==> src/rtl/i2s_rx.sv <==
// I2S receiver master: generates SCK/WS from clk and captures one SAMPLE_W-bit
// slot per frame from an I2S microphone, with a valid/ready output and sticky overrun.
module i2s_rx #(
  parameter int CLK_DIV  = 16,
  parameter int SAMPLE_W = 24,
  parameter int CHANNEL  = 0
) (
  input  logic                clk,
  input  logic                reset,
  input  logic                SD,
  output logic                SCK,
  output logic                WS,
  output logic [SAMPLE_W-1:0] sample_data,
  output logic                sample_valid,
  input  logic                sample_ready,
  output logic                overrun
);

  localparam int           CW       = (CLK_DIV > 1) ? $clog2(CLK_DIV) : 1;
  localparam logic [CW-1:0] HALF_TC  = CW'(CLK_DIV - 1);
  localparam logic [4:0]    LAST_BIT = 5'(SAMPLE_W);
  localparam logic          CH_SEL   = 1'(CHANNEL);

  logic [CW-1:0]       half_cnt_r;
  logic                sck_r;
  logic [5:0]          frame_cnt_r;
  logic [SAMPLE_W-1:0] shift_r;
  logic                pend_r;
  logic [SAMPLE_W-1:0] data_r;
  logic                valid_r;
  logic                ovr_r;

  logic                tick_s;
  logic                rise_s;
  logic                fall_s;
  logic [4:0]          bit_idx_s;
  logic                capture_s;

  // Edge events and capture window for the selected slot (b = 0 is the I2S delay bit)
  always_comb begin
    tick_s    = (half_cnt_r == HALF_TC);
    rise_s    = tick_s && !sck_r;
    fall_s    = tick_s && sck_r;
    bit_idx_s = frame_cnt_r[4:0];
    capture_s = 1'b0;
    if (rise_s && (frame_cnt_r[5] == CH_SEL) &&
        (bit_idx_s >= 5'd1) && (bit_idx_s <= LAST_BIT)) begin
      capture_s = 1'b1;
    end else begin
      capture_s = 1'b0;
    end
  end

  // Bit clock divider and frame position
  always_ff @(posedge clk) begin
    if (!reset) begin
      half_cnt_r  <= '0;
      sck_r       <= 1'b0;
      frame_cnt_r <= 6'd0;
    end else begin
      if (tick_s) begin
        half_cnt_r <= '0;
        sck_r      <= ~sck_r;
      end else begin
        half_cnt_r <= half_cnt_r + CW'(1);
      end
      if (fall_s) begin
        frame_cnt_r <= frame_cnt_r + 6'd1;
      end
    end
  end

  // Serial capture; pend_r marks the cycle after the last bit of the slot arrives
  always_ff @(posedge clk) begin
    if (!reset) begin
      shift_r <= '0;
      pend_r  <= 1'b0;
    end else begin
      if (capture_s) begin
        shift_r <= (shift_r << 1) | SAMPLE_W'(SD);
      end
      pend_r <= capture_s && (bit_idx_s == LAST_BIT);
    end
  end

  // Output holding register; a load wins over acceptance, overrun only if unaccepted
  always_ff @(posedge clk) begin
    if (!reset) begin
      data_r  <= '0;
      valid_r <= 1'b0;
      ovr_r   <= 1'b0;
    end else begin
      if (pend_r) begin
        data_r  <= shift_r;
        valid_r <= 1'b1;
        if (valid_r && !sample_ready) begin
          ovr_r <= 1'b1;
        end
      end else if (valid_r && sample_ready) begin
        valid_r <= 1'b0;
      end
    end
  end

  assign SCK          = sck_r;
  assign WS           = frame_cnt_r[5];
  assign sample_data  = data_r;
  assign sample_valid = valid_r;
  assign overrun      = ovr_r;

endmodule
==> config.mk <==
export PLATFORM = sky130hd
export DESIGN_NAME = i2s_rx
export DESIGN_NICKNAME = d
export VERILOG_FILES = /design/src/rtl/i2s_rx.sv
export SDC_FILE = /design/constraint.sdc
export NUM_CORES = 1
export LEC_CHECK = 0
export CAP_MARGIN = 10
export CORE_MARGIN = 2
export CORE_UTILIZATION = 58
export DETAILED_ROUTE_END_ITERATION = 8
export PLACE_DENSITY = 0.95
export RECOVER_POWER = 100
export SYNTH_ARGS = -nofsm -noshare
export SYNTH_HDL_FRONTEND = slang
export SYNTH_SLANG_ARGS = --single-unit
==> constraint.sdc <==
create_clock -name clk -period 3.3 [get_ports clk]
set_clock_uncertainty 0.2 [all_clocks]
set_input_delay 0.495 -clock clk [delete_from_list [all_inputs] [get_ports clk]]
set_output_delay 0.495 -clock clk [all_outputs]
set_load 0.02 [all_outputs]
# Word level (Yosys, flattened, before mapping)
# Index checks and enable logic that the tools add are counted.
# totals
reg_bits	62
latchBits	0
ramBits	0
mem_bits_ro	0
inputBits	4
out_inout_bits	28
word_cells	34
n_memories	0
# op_classes
add_sub_neg	2
n_mul	0
div	0
n_lt_le_gt_ge	2
n_eq_ne	2
shifts	0
muxes	3
bitwise_logic	4
n_reduce_logical	13
# ops
op	count
24-bit by 1-bit bitwise OR with 24-bit output	1
1-bit logical AND	8
6-bit by 1-bit adder with 6-bit output (second input constant)	1
5-bit equality test (second input constant)	1
5-bit by 1-bit >= comparator with 1-bit output (second input constant)	1
5-bit <= comparator (second input constant)	1
4-bit by 1-bit adder with 4-bit output (second input constant)	1
4-bit equality test (second input constant)	1
1-bit two-way mux	3
1-bit NOT	3
1-bit logical NOT	2
2-bit AND reduction	1
2-bit nonzero test	1
2-bit OR reduction	1

# Logic depth before layout (Yosys ltp)
# logic_depth
ltp_word	7
depth_mapped	7
ltp_nobuf	6

# Least setup slack after synthesis
# No wires, ideal clock.
# synth_timing
kind	reg2reg
startpoint	register half_cnt_r[0]
endpoint	register shift_r[13]
setup_ns	0.072
t_arrival_ns	1.884
required_ns	3.028
setup_slack_ns	1.145
path_stages_with_launch	7
n_path_buf	1
synth_period_minus_slack_ns	2.155
cell_sequence	dfxtp_1 > ha_1 > nand3_2 > or3_4 > a311oi_4 > buf_6 > mux2i_1
# synth_via
elab_chain_len	6
# synth_rtl
element	line_no	text
start, declared	24	logic [CW-1:0] half_cnt_r;
start signal, assigned	65	half_cnt_r <= half_cnt_r + CW'(1);
4-bit equality test	41	tick_s = (half_cnt_r == HALF_TC);
1-bit logical AND	42	rise_s = tick_s && !sck_r;
1-bit logical AND (2 in series)	46	if (rise_s && (frame_cnt_r[5] == CH_SEL) &&
1-bit logical AND	47	(bit_idx_s >= 5'd1) && (bit_idx_s <= LAST_BIT)) begin
1-bit two-way mux	46	
end signal, assigned	80	shift_r <= (shift_r << 1) | SAMPLE_W'(SD);
end, declared	27	logic [SAMPLE_W-1:0] shift_r;
# No other way between the ends.
# A chain may end at the register's enable or synchronous reset.

==> flow_metrics.py <==
metrics = {
    "status": {
        "status": "complete, but fails checks",
        "violations": "capacitance limit, slew limit",
    },
    "sta": {
        "rsz0062_at_grt": "false",
        "hold_viol": 0,
        "fin_crit_sh": 0.7331,
        "worst_pin_slew_ns": 2.143,
        "fmax_mhz": 413.4,
        "min_period_ns": 2.419,
        "setup_viol": 0,
        "layout_setup_ws_ns": 0.8809,
        "maxSlewViolCount": 64,
        "whs_ns": 0.2619,
        "tns_ns": 0,
        "maxSlewHeadroom": -0.4284,
    },
    "global_routing": {
        "grt_pass1_vias": 1517,
        "grt_pass1_wl_um": 6486,
        "antenna_found_initial": 0,
        "use_met3": 0.08442,
        "busiest_layer": "met2",
        "grt_max_degree": 64,
        "track_usage": 0.1958,
        "grt_remaining_overflow": 0,
        "met2_usage": 0.3269,
        "grt_use_met1": 0.2045,
    },
    "yosys": {
        "synth-edff-count": 0,
        "ys_warn_count": 0,
        "ys_top_cells_by_area": "dfxtp_1, mux2i_1, nor2b_1",
        "synth.ff_latch_count": 62,
        "async_reset_ff_frac": 0,
        "synth_top_cell_area_share": 0.5143,
        "avgSynthCellArea_um2": 10.87,
        "yosysMostFrequentCell": "dfxtp_1",
        "syn-cell-area_um2": 2414,
        "yosysTopAreaCell": "dfxtp_1",
        "netlist_top_cells_count": "dfxtp_1, mux2i_1, nand2_1",
        "synth_cell_type_count": 30,
        "synth_flop_cell": "dfxtp_1",
        "synthCells": 222,
        "ys_seq_area_frac": 0.5143,
        "synth_fp_nets": 230,
    },
    "final_layout": {
        "area_delta_synth_final_pct": 18.66,
        "drive_above_1_share": 0.08171,
        "n_fill_cell": 301,
        "area.sequential_um2": 1241,
        "antenna_cells": 0,
        "final_cell_area_um2": 2864,
        "multi_input_area_um2": 1079,
        "nNetsFinal": 262,
    },
    "placement": {
        "pre_cts_ws_ns": 0.9785,
        "place_congestion": 0.6800,
        "dpl-instance-area_um2": 2710,
        "io_buffer_count": 31,
        "hpwl_um": 2689,
    },
    "power": {
        "power_mw": 1.325,
        "switching_power_mw": 0.2803,
        "p_int_mw": 1.045,
        "swShare": 0.2115,
        "leakage_nw": 1.043,
        "peakVddDrop_mv": 0.3513,
        "pwr-share-seq": 0.570,
        "pwr-share-clk": 0.412,
        "p_per_area_nw_per_um2": 462.7,
        "p_comb_frac": 0.018,
    },
    "min_path": {
        "hp-class": "reg -> reg",
        "min_to": "half_cnt_r[0]",
        "min_path_cells": 1,
        "hp-start": "half_cnt_r[0]",
    },
    "clock_tree": {
        "postCtsSetupBuffers": 0,
        "cts_resized": 0,
        "clock_path_buffers": 2,
        "postCtsHoldBufs": 0,
        "cts_tree": "yes",
        "ctsRootBufferMaster": "clkbuf_8",
        "cts_max_level": 3,
        "cts_sinks": 62,
        "clk_pin_slew_worst_paths_ns": 0.06,
        "clk_latency_ns": 0.34,
        "cts_made_buffers": 9,
    },
    "floorplan": {
        "core_area_um2": 4000,
        "die-area_um2": 4694,
        "die_w_um": 68.51,
        "pin_count": 32,
        "dieHeight_um": 68.51,
        "num_rows": 23,
        "start_util": 0.6034,
    },
    "route": {
        "drt_pre_antenna_iters": 5,
        "drt_wl_total_um": 4071,
        "viasPerCell": 5.127,
        "via_count": 1574,
        "drc": 0,
        "drt_iter0_drc": 75,
        "detail-route-antenna-nets": 0,
        "wl_per_cell_um": 13.26,
    },
    "critical_path": {
        "crit_arrival_ns": 2.48,
        "critPathKind": "in -> reg",
        "required_ns": 3.36,
        "r2r-start": "half_cnt_r[0]",
        "r2r_slack_ns": 0.96,
        "crit_fanout": 63,
        "end_kind": "flop",
        "r2r_cells": 6,
        "regToRegEndpoint": "shift_r[17]",
        "cp-start-kind": "input port",
    },
    "flow_run": {
        "cap_violations": 1,
    },
}
[placed cells by master, fill, tap and decap left out, types with 3 or more instances in the layout]
master,n
dfxtp_1,62
mux2i_1,48
nand2_1,32
dlygate4sd3_1,28
nor2b_1,27
clkbuf_8,10
nor2_1,4
ha_1,4
and2_1,3
xnor2_1,3
clkbuf_1,3
[layout make-up]
| type | count | area share |
|---|---|---|
| inverter | 2 | 0.002621 |
| clock inverter | 2 | 0.003495 |
| timing repair buffer | 33 | 0.1114 |
| multi-input combinational | 146 | 0.3766 |
| clock buffer | 12 | 0.05068 |
| sequential | 62 | 0.4334 |
| tap | 50 | 0.02184 |
[sequential cells by signal, summed over array words and instances (netlist names)]
signal        flops
SCK               1
overrun           1
shift_r          24
frame_cnt_r       6
pend_r            1
sample_valid      1
sample_data      24
half_cnt_r        4
[routing by layer]
layer  vias up  wire length, µm  part of all wire
met5         -                0                 0
li1        806                -                 -
met4         0              106             0.026
met3        10              215             0.053
met2        30             1892              0.46
met1       728             1857              0.46
[power groups by stage]
stage / sequential [mW] / clock (mW) / combinational (mW)
after floorplan: 0.771 / 0 / 0.0210
after global placement: 0.771 / 0 / 0.0238
after detailed placement: 0.771 / 0 / 0.0235
after CTS: 0.755 / 0.559 / 0.0237
after global routing: 0.755 / 0.579 / 0.0270
final: 0.755 / 0.547 / 0.0239
[worst max path at each step]
| stage | from | end | slack, ns |
|---|---|---|---|
| floorplan | half_cnt_r[0] | shift_r[13] | 1.14 |
| global placement | half_cnt_r[0] | shift_r[17] | 1.07 |
| detailed placement | half_cnt_r[0] | shift_r[12] | 0.98 |
| CTS | half_cnt_r[0] | shift_r[4] | 0.94 |
| global route | reset | shift_r[4] | 0.54 |
| finish | reset | shift_r[12] | 0.88 |
[worst max-delay path, stage by stage]
cell	delay [ns]
clkbuf_1	1.50
nand2_1	0.23
mux2i_1	0.23
[stage by stage]
step	utilization	std cells
after CTS	0.7163	307
after detailed placement	0.6775	293
after global routing	0.7160	307
final	0.7160	307
after global placement	0.6775	293
after floorplan	-	222
[logic make-up (layout without fill, tap and decap cells)]
family | after synthesis | in the layout | share of synthesized area
and+or+nand+nor | 80 | 80 | 0.1747
buffers and inverters | 14 | 49 | 0.03888
DFF | 62 | 62 | 0.5143
muxes | 48 | 48 | 0.1991
xor gates and xnor gates | 5 | 5 | 0.01815
AOI/OAI and AO/OA | 9 | 9 | 0.03421
adders and majority gates | 4 | 4 | 0.02074
Power figures use the tool's default switching activity.
==> RTL change: new RTL, same flow settings <==
The parameter `CLK_DIV` goes from 16 to 32.
--- a/src/rtl/i2s_rx.sv
+++ b/src/rtl/i2s_rx.sv
@@ -3,3 +3,3 @@
 module i2s_rx #(
-  parameter int CLK_DIV  = 16,
+  parameter int CLK_DIV  = 32,
   parameter int SAMPLE_W = 24,
Behaviour: same outputs for any inputs over 10 cycles, from zero or initial values and one cycle with reset low; that may be too few to reach the edited logic, so the function may still have changed.
==> RTL change against the unedited design <==
- cell area grew 3.8%
- area after synthesis grew 1.0%
- sequential cell count rose by 1
- total power increased by 16%
- sequential power rose by 1%
- setup slack better by 0.029 ns
- routed wire length is 0.54% higher
- sequential share of layout area down 0.90 points
- combinational power grew 7%
- critical endpoint is now half_cnt_r[2]
==> RTL change: results (changes against the unedited design) <==
Place
  • Pre-CTS WS: 1.07 ns (+0.0959 ns)
  • HPWL Detailed: 2660 um (-1.3%)
  • Cell Area, Placed: 2760 um2 (+1.7%)

Global route
  • Vias in the first global route: 1484 (-2.2%)
  • Global-route usage over all layers: 20.0% (+0.37 points)
  • Largest net degree at the start of global routing: 37 (-42%)

Outcome
  • Status: complete, no violations

Power and ir drop
  • Leakage: 1.30 nW (+24%)
  • Internal power: 1.24 mW (+19%)
  • Maximum VDD drop: 0.312 mV (-11%)

Synth
  • Adder-cell share of the synthesized area: 2.57% (+0.49 points)
  • Xor and xnor area share after synthesis: 2.51% (+0.70 points)
  • Largest cells by area after synthesis: dfxtp_1 (52%), mux2i_1 (20%), nor2b_1 (6.9%)
  • Synth cell count leaders: dfxtp_1 (63), mux2i_1 (48), nand2_1 (31), nor2b_1 (27)
  • Multiplexer share of the synthesized area: 19.7% (-0.20 points)
  • Syn Nets: 234 (+1.7%)
  • Compound-Gate Fraction of Synth Area: 2.21% (-1.2 points)
  • Seq/Total Area, Yosys: 51.7% (+0.29 points)

Critical path
  • Worst r2r src: frame_cnt_r[0]
  • Crit Path Max Fanout: 36 (-43%)
  • Crit path DAT: 2.45 ns (-0.03 ns)

Routing
  • Met3 routed WL: 123 um (-43%)
  • Per-cell routed wire length: 13.0 um (-1.7%)
  • M1 WL: 1910 um (+3.0%)
  • DRT iter0 DRCs: 92 (+23%)
  • Via-to-Cell Ratio: 5.04 (-1.8%)
  • Drt pass-1 iters: 4 (-1)

CTS
  • Number of gates resized after CTS: 0 (unchanged)

Timing
  • Relative slew slack: 18.0% (+61 points)

Finish
  • Number of fill cells in the layout: 281 (-6.6%)
  • Final nets: 268 (+2.3%)
  • Layout cells sized above 1: 7.58% (-0.60 points)

Flow run
  • Maximum capacitance violations: 0 (-1)
## RTL change: changes by cell type after synthesis, moves of 2 or more
cell,delta
inv_1,+2
nor2_1,+2
and3_1,+2
buf_12,+2
clkbuf_8,-2
buf_6,-2
buf_2,+3
## RTL change: kinds of logic after synthesis
kind of cell	after synthesis
simple gates	81
flops	63
mux	48
buf+inv	15
xor+xnor	7
compound gates	6
fa+ha+maj	5
## RTL change: power groups by stage
stage	combinational, mW	sequential [mW]	clock [mW]
6_report	0.0256	0.766	0.740
5_1_grt	0.0285	0.766	0.790
4_1_cts	0.0261	0.766	0.752
3_5_place_dp	0.0255	0.783	0
3_3_place_gp	0.0246	0.782	0
2_1_floorplan	0.0172	0.782	0
## RTL change: critical path: stages
cell and delay (ns):
dlygate4sd3_1 0.54, clkbuf_1 0.90, nand2b_1 0.31, nor2_1 0.19
## RTL change: final cells by class
class,instances,share of cell area (%)
Sequential cell,63,42.4
Multi-Input combinational cell,147,36.5
Timing Repair Buffer,34,10.9
Clock buffer,13,5.35
Clock inverter,3,2.19
Tap cell,50,2.11
Inverter,4,0.505
## RTL change: metal layers
layer	vias up	global-route usage, %
li1	809	-
met1	733	24.5
met3	9	5.84
met5	-	0
met2	30	31.7
met4	0	10.3
## RTL change: path summary, 6_finish.rpt
path                                 endpoint  slack, ns  cells past startpoint
worst max-delay path            half_cnt_r[2]       0.91                      4
worst min-delay path            half_cnt_r[0]       0.25                      1
worst max register to register    shift_r[12]       1.02                      5
worst min register to register  half_cnt_r[0]       0.25                      1
## RTL change: stage by stage
stage                     utilization (%)  instances
final                                73.8        314
after global placement               68.4        298
after global routing                 73.8        314
after floorplan                         -        225
after CTS                            73.9        314
after detailed placement             68.4        298
